[src/rtl/dec_host_sched.sv]
// Host-side sequencer for the decision-tree engine: turns table writes and sample
// requests into DEC input traffic, guards config/inference hazards, and collects results.
module dec_host_sched #(
    parameter int MAX_INFLIGHT = 16,
    parameter int SETTLE       = 3,
    parameter int CNT_W        = 16
) (
    input  logic             clk,
    input  logic             rst,
    input  logic             cfg_valid,
    output logic             cfg_ready,
    input  logic [1:0]       cfg_tbl,
    input  logic [8:0]       cfg_addr,
    input  logic [7:0]       cfg_data,
    input  logic             cfg_last,
    input  logic             smp_valid,
    output logic             smp_ready,
    input  logic [63:0]      smp_feat,
    input  logic [11:0]      smp_id,
    output logic             dec_valid,
    input  logic             dec_ready,
    output logic [1:0]       dec_mode,
    output logic [63:0]      dec_data,
    output logic [11:0]      dec_id,
    input  logic             dec_out_valid,
    input  logic [11:0]      dec_out_id,
    input  logic             dec_out,
    output logic             res_valid,
    output logic [11:0]      res_id,
    output logic             res_class,
    output logic             busy,
    output logic             tree_loaded,
    output logic [1:0]       err_sticky,
    output logic [CNT_W-1:0] issued_cnt,
    output logic [CNT_W-1:0] done_cnt
);

    localparam int IW = $clog2(MAX_INFLIGHT + 1);
    localparam int SW = (SETTLE < 2) ? 1 : $clog2(SETTLE);

    typedef enum logic [2:0] {
        S_IDLE,
        S_CFG,
        S_DRAIN,
        S_SETTLE,
        S_RUN
    } state_t;

    state_t          r_state;
    state_t          w_next;
    logic            r_dec_valid;
    logic [1:0]      r_dec_mode;
    logic [63:0]     r_dec_data;
    logic [11:0]     r_dec_id;
    logic [IW-1:0]   r_inflight;
    logic [SW-1:0]   r_settle_cnt;
    logic            r_res_valid;
    logic [11:0]     r_res_id;
    logic            r_res_class;
    logic            r_tree_loaded;
    logic [1:0]      r_err;
    logic [CNT_W-1:0] r_issued;
    logic [CNT_W-1:0] r_done;

    logic            w_oreg_free;
    logic            w_dec_hs;
    logic            w_smp_hs;
    logic            w_pending_smp;
    logic [IW:0]     w_occupancy;
    logic            w_room;
    logic            w_cfg_rdy;
    logic            w_smp_rdy;
    logic            w_cfg_acc;
    logic            w_smp_acc;
    logic            w_cfg_load;
    logic            w_smp_load;
    logic            w_drained;
    logic            w_settle_done;

    assign w_oreg_free   = !r_dec_valid || dec_ready;
    assign w_dec_hs      = r_dec_valid && dec_ready;
    assign w_smp_hs      = w_dec_hs && (r_dec_mode == 2'b11);
    assign w_pending_smp = r_dec_valid && (r_dec_mode == 2'b11);
    // A sample parked in the output register already holds a slot, so it counts
    // toward the limit before its handshake; otherwise the limit could be overrun by one.
    assign w_occupancy   = {1'b0, r_inflight} + {{IW{1'b0}}, w_pending_smp};
    assign w_room        = w_occupancy < (IW+1)'(MAX_INFLIGHT);
    assign w_cfg_rdy     = (r_state == S_CFG) && w_oreg_free;
    assign w_smp_rdy     = (r_state == S_RUN) && !cfg_valid && w_oreg_free && w_room;
    assign w_cfg_acc     = cfg_valid && w_cfg_rdy;
    assign w_smp_acc     = smp_valid && w_smp_rdy;
    assign w_cfg_load    = w_cfg_acc && (cfg_tbl != 2'b11);
    assign w_smp_load    = w_smp_acc && (smp_id != 12'd0);
    assign w_drained     = (r_inflight == '0) && !r_dec_valid;
    assign w_settle_done = (SETTLE <= 1) || (r_settle_cnt == SW'(SETTLE - 1));

    always_ff @(posedge clk) begin
        if (rst) begin
            r_state <= S_IDLE;
        end else begin
            r_state <= w_next;
        end
    end

    always_comb begin
        w_next = r_state;
        case (r_state)
            S_IDLE: begin
                if (cfg_valid) begin
                    w_next = w_drained ? S_CFG : S_DRAIN;
                end else if (smp_valid && r_tree_loaded) begin
                    w_next = S_RUN;
                end
            end
            S_RUN: begin
                if (cfg_valid) begin
                    w_next = S_DRAIN;
                end else if (!smp_valid && w_drained) begin
                    w_next = S_IDLE;
                end
            end
            S_DRAIN: begin
                if (w_drained) begin
                    w_next = S_CFG;
                end
            end
            S_CFG: begin
                if (w_cfg_acc && cfg_last) begin
                    w_next = S_SETTLE;
                end else if (!cfg_valid) begin
                    w_next = S_IDLE;
                end
            end
            S_SETTLE: begin
                if (!r_dec_valid && w_settle_done) begin
                    w_next = S_IDLE;
                end
            end
            default: w_next = S_IDLE;
        endcase
    end

    // Only cycles with no DEC traffic count toward the settle window, so the
    // final config write must complete its handshake before counting starts.
    always_ff @(posedge clk) begin
        if (rst) begin
            r_settle_cnt <= '0;
        end else if (r_state == S_SETTLE) begin
            if (!r_dec_valid) begin
                r_settle_cnt <= w_settle_done ? '0 : r_settle_cnt + SW'(1);
            end
        end else begin
            r_settle_cnt <= '0;
        end
    end

    always_ff @(posedge clk) begin
        if (rst) begin
            r_dec_valid <= 1'b0;
            r_dec_mode  <= 2'b00;
            r_dec_data  <= 64'd0;
            r_dec_id    <= 12'd0;
        end else if (w_cfg_load) begin
            r_dec_valid <= 1'b1;
            r_dec_mode  <= cfg_tbl;
            r_dec_data  <= {40'd0, 7'd0, cfg_addr[8], cfg_addr[7:0], cfg_data};
            r_dec_id    <= 12'd0;
        end else if (w_smp_load) begin
            r_dec_valid <= 1'b1;
            r_dec_mode  <= 2'b11;
            r_dec_data  <= smp_feat;
            r_dec_id    <= smp_id;
        end else if (dec_ready) begin
            r_dec_valid <= 1'b0;
        end
    end

    always_ff @(posedge clk) begin
        if (rst) begin
            r_inflight <= '0;
        end else begin
            case ({w_smp_hs, dec_out_valid})
                2'b10:   r_inflight <= r_inflight + IW'(1);
                2'b01:   r_inflight <= (r_inflight == '0) ? '0 : r_inflight - IW'(1);
                default: r_inflight <= r_inflight;
            endcase
        end
    end

    always_ff @(posedge clk) begin
        if (rst) begin
            r_res_valid   <= 1'b0;
            r_res_id      <= 12'd0;
            r_res_class   <= 1'b0;
            r_issued      <= '0;
            r_done        <= '0;
            r_tree_loaded <= 1'b0;
            r_err         <= 2'b00;
        end else begin
            r_res_valid <= dec_out_valid;
            if (dec_out_valid) begin
                r_res_id    <= dec_out_id;
                r_res_class <= dec_out;
                r_done      <= r_done + CNT_W'(1);
            end
            if (w_smp_hs) begin
                r_issued <= r_issued + CNT_W'(1);
            end
            // Any non-final write means a new load is underway, so the old tree is invalid.
            if (w_cfg_acc) begin
                r_tree_loaded <= cfg_last;
            end
            if (w_cfg_acc && (cfg_tbl == 2'b11)) begin
                r_err[0] <= 1'b1;
            end
            if (w_smp_acc && (smp_id == 12'd0)) begin
                r_err[1] <= 1'b1;
            end
        end
    end

    assign cfg_ready   = w_cfg_rdy;
    assign smp_ready   = w_smp_rdy;
    assign dec_valid   = r_dec_valid;
    assign dec_mode    = r_dec_mode;
    assign dec_data    = r_dec_data;
    assign dec_id      = r_dec_id;
    assign res_valid   = r_res_valid;
    assign res_id      = r_res_id;
    assign res_class   = r_res_class;
    assign busy        = (r_state != S_IDLE) || (r_inflight != '0);
    assign tree_loaded = r_tree_loaded;
    assign err_sticky  = r_err;
    assign issued_cnt  = r_issued;
    assign done_cnt    = r_done;

endmodule

[config.mk]
export PLATFORM = sky130hd
export DESIGN_NAME = dec_host_sched
export DESIGN_NICKNAME = d
export VERILOG_FILES = /design/src/rtl/dec_host_sched.sv
export SDC_FILE = /design/constraint.sdc
export NUM_CORES = 1
export LEC_CHECK = 0
export BUFFER_PORTS_ARGS = -buffer_cell sky130_fd_sc_hd__buf_2
export CAP_MARGIN = 20
export CORE_MARGIN = 3
export CORE_UTILIZATION = 47
export CTS_CLUSTER_DIAMETER = 100
export DETAILED_ROUTE_END_ITERATION = 8
export GPL_ROUTABILITY_DRIVEN = 1
export GPL_TIMING_DRIVEN = 0
export PLACE_DENSITY = 0.79
export SLEW_MARGIN = 15
export SYNTH_ARGS = -nofsm -noshare
export SYNTH_HDL_FRONTEND = slang
export SYNTH_SLANG_ARGS = --single-unit
[constraint.sdc]
create_clock -name clk -period 2.4 [get_ports clk]
set_clock_uncertainty 0.1 [all_clocks]
set_input_delay 0.24 -clock clk [delete_from_list [all_inputs] [get_ports clk]]
set_output_delay 0.24 -clock clk [all_outputs]
set_load 0.005 [all_outputs]
==> flow_summary.json <==
{
  "cts_tree": "yes",
  "gpl.final_weighted_congestion": 0.860,
  "dr.pass1.iters": 5,
  "cts_max_level": 4,
  "antenna_violations_before_repair": 3,
  "crit_path_start": "r_inflight[0]$_SDFFE_PP0P_",
  "grt_use_total": 0.310,
  "area_delta_synth_final_pct": 48.0,
  "synth_top_cell_area_share": 0.433,
  "numClockSinks": 138,
  "overflow": 0,
  "ys_seq_elements": 138,
  "ys_types": 54,
  "synth-main-ff-cell": "sky130_fd_sc_hd__dfxtp_1",
  "crit_chain": "inv_1 -> ha_1 -> or4b_4 -> buf_6 -> nand3b_1 -> buf_2",
  "route.detailed.wl_per_inst_um": 18.4,
  "post_layout_nonfiller_instances": 1277,
  "postSynthAreaPerCell_um2": 8.77,
  "final-hold-violation-count": 0,
  "detail_route.iter0.violations": 697,
  "synth-seq-area-share": 0.433,
  "netlist_top_cells_area": "sky130_fd_sc_hd__dfxtp_1 (43%), sky130_fd_sc_hd__nand4_1 (8.1%), sky130_fd_sc_hd__o31ai_1 (6.9%), sky130_fd_sc_hd__a21oi_1 (6.1%), sky130_fd_sc_hd__nor2_1 (2.9%)",
  "worstMarginPinSlew_ps": 668,
  "drc": 0,
  "yosysWarnings": 0,
  "grt_start_max_net_pins": 17,
  "final-seq-area_um2": 2770,
  "maxCapViolations": 0,
  "start_util": 0.494,
  "cpPeakStageDelay_ps": 460,
  "cts.clk_slew.worst_paths_ps": 60,
  "multi_input_comb_area_um2": 3210,
  "post_synth_inst_count": 728,
  "design.portCount": 246,
  "insertion_delay_ps": 420,
  "nFillCells": 986,
  "final_cell_mix": "sky130_fd_sc_hd__buf_2 (267), sky130_fd_sc_hd__dfxtp_1 (135), sky130_fd_sc_hd__dlygate4sd3_1 (98)",
  "fin_tns_setup_ps": 0,
  "hold_slack_ps": 5.87,
  "outcome": "completed",
  "die_area_um2": 15000,
  "finalCritPeriodShare": 0.957,
  "achievable-frequency_mhz": 435,
  "r2r_start": "dec_valid$_SDFFE_PP0P_",
  "worst_path_dominant_cell_family": "simple AND/OR/NAND/NOR gates",
  "postSynthNetCount": 849,
  "cts_max_path_buffers": 2,
  "cp_max_fo": 9,
  "hold_path.class": "in2reg",
  "post_synth_top_area_cell": "sky130_fd_sc_hd__dfxtp_1",
  "clk_root_buffer_cell": "sky130_fd_sc_hd__clkbuf_16",
  "die_y_um": 123,
  "number_of_enable_flip_flop_cells_after_synthesis": 0,
  "postRouteAntennaNets": 0,
  "layout-drive-gt1-share": 0.303,
  "vias": 7593,
  "synth_async_reset_ratio": 0,
  "postLayoutCellArea_um2": 9450,
  "io_buffers": 245,
  "slew_violations": 0,
  "wirelength_mm": 23.5,
  "rsz_0062_raised_after_global_routing": "no",
  "viasPerCell": 5.95,
  "fin_crit_ps": 2300,
  "end_kind": "output port",
  "p_leak_nw": 3.99,
  "crit_required_ps": 2060,
  "tritoncts.num_buffers": 17,
  "critical_path_class": "reg2out",
  "timing.critical_path.arrival_ps": 1960,
  "core_area_um2": 12900,
  "commonest_non_fill_non_tap_cell_in_the_layout": "sky130_fd_sc_hd__buf_2",
  "floorplan.rows": 41,
  "worstSetupStartpointType": "flop",
  "first_global_vias": 7465,
  "critical-path-slowest-cell": "sky130_fd_sc_hd__or4b_4",
  "post_synth_instance_area_um2": 6380,
  "relSlewSlack": 0.554,
  "die_w_um": 123,
  "place.detailed.instances": 1145,
  "hpwl_mm": 14.8,
  "path_buf_inv": 3,
  "grt_pass1_wl_mm": 37.1,
  "holdCritStartpoint": "smp_feat[11]",
  "cell_area_placed_um2": 7820,
  "final_nets": 1210,
  "setup_viol": 0,
  "power.density_cell_area_nw_per_um2": 624,
  "ir_worst_vdd_mv": 0.455
}
==> cell families after synthesis <==
logic type               count (synthesis)  share of synthesized area
multiplexers                            18                     0.0286
XOR/XNOR                                20                     0.0274
adder cells (fa/ha/maj)                  6                     0.0118
flip-flops                             138                      0.433
AND/OR/NAND/NOR                        249                      0.223
AO/OA/AOI/OAI                          202                      0.209
buffers and inverters                   95                     0.0678
==> synthesized netlist by cell type, types with 11 or more instances <==
cell type                  count
sky130_fd_sc_hd__buf_2        22
sky130_fd_sc_hd__o311ai_0     15
sky130_fd_sc_hd__nand4_1      83
sky130_fd_sc_hd__clkbuf_1     46
sky130_fd_sc_hd__nand2_1      37
sky130_fd_sc_hd__a21oi_1      78
sky130_fd_sc_hd__o31ai_1      59
sky130_fd_sc_hd__o21ai_0      11
sky130_fd_sc_hd__mux2i_1      16
sky130_fd_sc_hd__a31oi_1      20
sky130_fd_sc_hd__nand3_1      15
sky130_fd_sc_hd__inv_1        11
sky130_fd_sc_hd__nor2_1       50
sky130_fd_sc_hd__dfxtp_1     138
==> worst min-delay path: stages <==
cell                      delay (ps)
sky130_fd_sc_hd__buf_2           100
sky130_fd_sc_hd__nand4_1          60
sky130_fd_sc_hd__a31oi_1          70
==> registers in the layout (all words and copies together), names as in the netlist <==
| name | count |
|---|---|
| dec_data | 64 |
| dec_id | 12 |
| dec_mode | 2 |
| dec_valid | 1 |
| done_cnt | 16 |
| err_sticky | 2 |
| issued_cnt | 16 |
| r_inflight | 5 |
| r_settle_cnt | 2 |
| r_state | 3 |
| res_class | 1 |
| res_id | 12 |
| res_valid | 1 |
| tree_loaded | 1 |
==> final timing paths <==
path	to	slack, ps	cells after the start
hold reg to reg	dec_id[8]$_SDFFE_PP0P_	370	2
setup reg to reg	r_inflight[3]$_SDFFE_PP0P_	140	10
hold / removal	dec_data[11]$_SDFFE_PP0P_	6	3
setup / recovery	busy	100	6
==> per-stage QoR <==
stage	worst slack, ps	utilization	total power [W]
after global routing	4.96	0.730	0.00608
after detailed placement	-45.2	0.605	0.00317
after CTS	2.04	0.726	0.00586
final	103	0.731	0.00589
after floorplan	206	-	0.00288
after global placement	0.500	0.605	0.00316
==> power breakdown <==
group | internal (W) | switching (W) | total [W]
Clock | 0.00163 | 0.000970 | 0.00260
Sequential | 0.00238 | 0.0000615 | 0.00244
Combinational | 0.000430 | 0.000424 | 0.000853
==> final cells by class <==
class / count / share of cell area
inverter: 12 / 0.00477
clock inverter: 7 / 0.00954
multi-input combinational: 495 / 0.340
tap: 172 / 0.0228
clock buffer: 24 / 0.0521
antenna: 4 / 0.00106
sequential: 138 / 0.293
buffer: 78 / 0.0405
timing repair buffer: 347 / 0.237
==> what timing repair did <==
item | in CTS | in global routing
buffers inserted | 0 | 4
setup endpoints to repair | 3 | 77
hold buffers | 98 | 0
resized for setup | 2 | 16
endpoints found under the hold margin | 89 | 0
pin swaps | 0 | 1
==> layer usage <==
layer	track usage	wire, um	share of wire
met4	0.217	1550	0.066
met1	0.347	8870	0.38
met3	0.110	2340	0.10
met2	0.491	10800	0.46
met5	0	12	0.00051
Power figures use the tool's default switching activity.
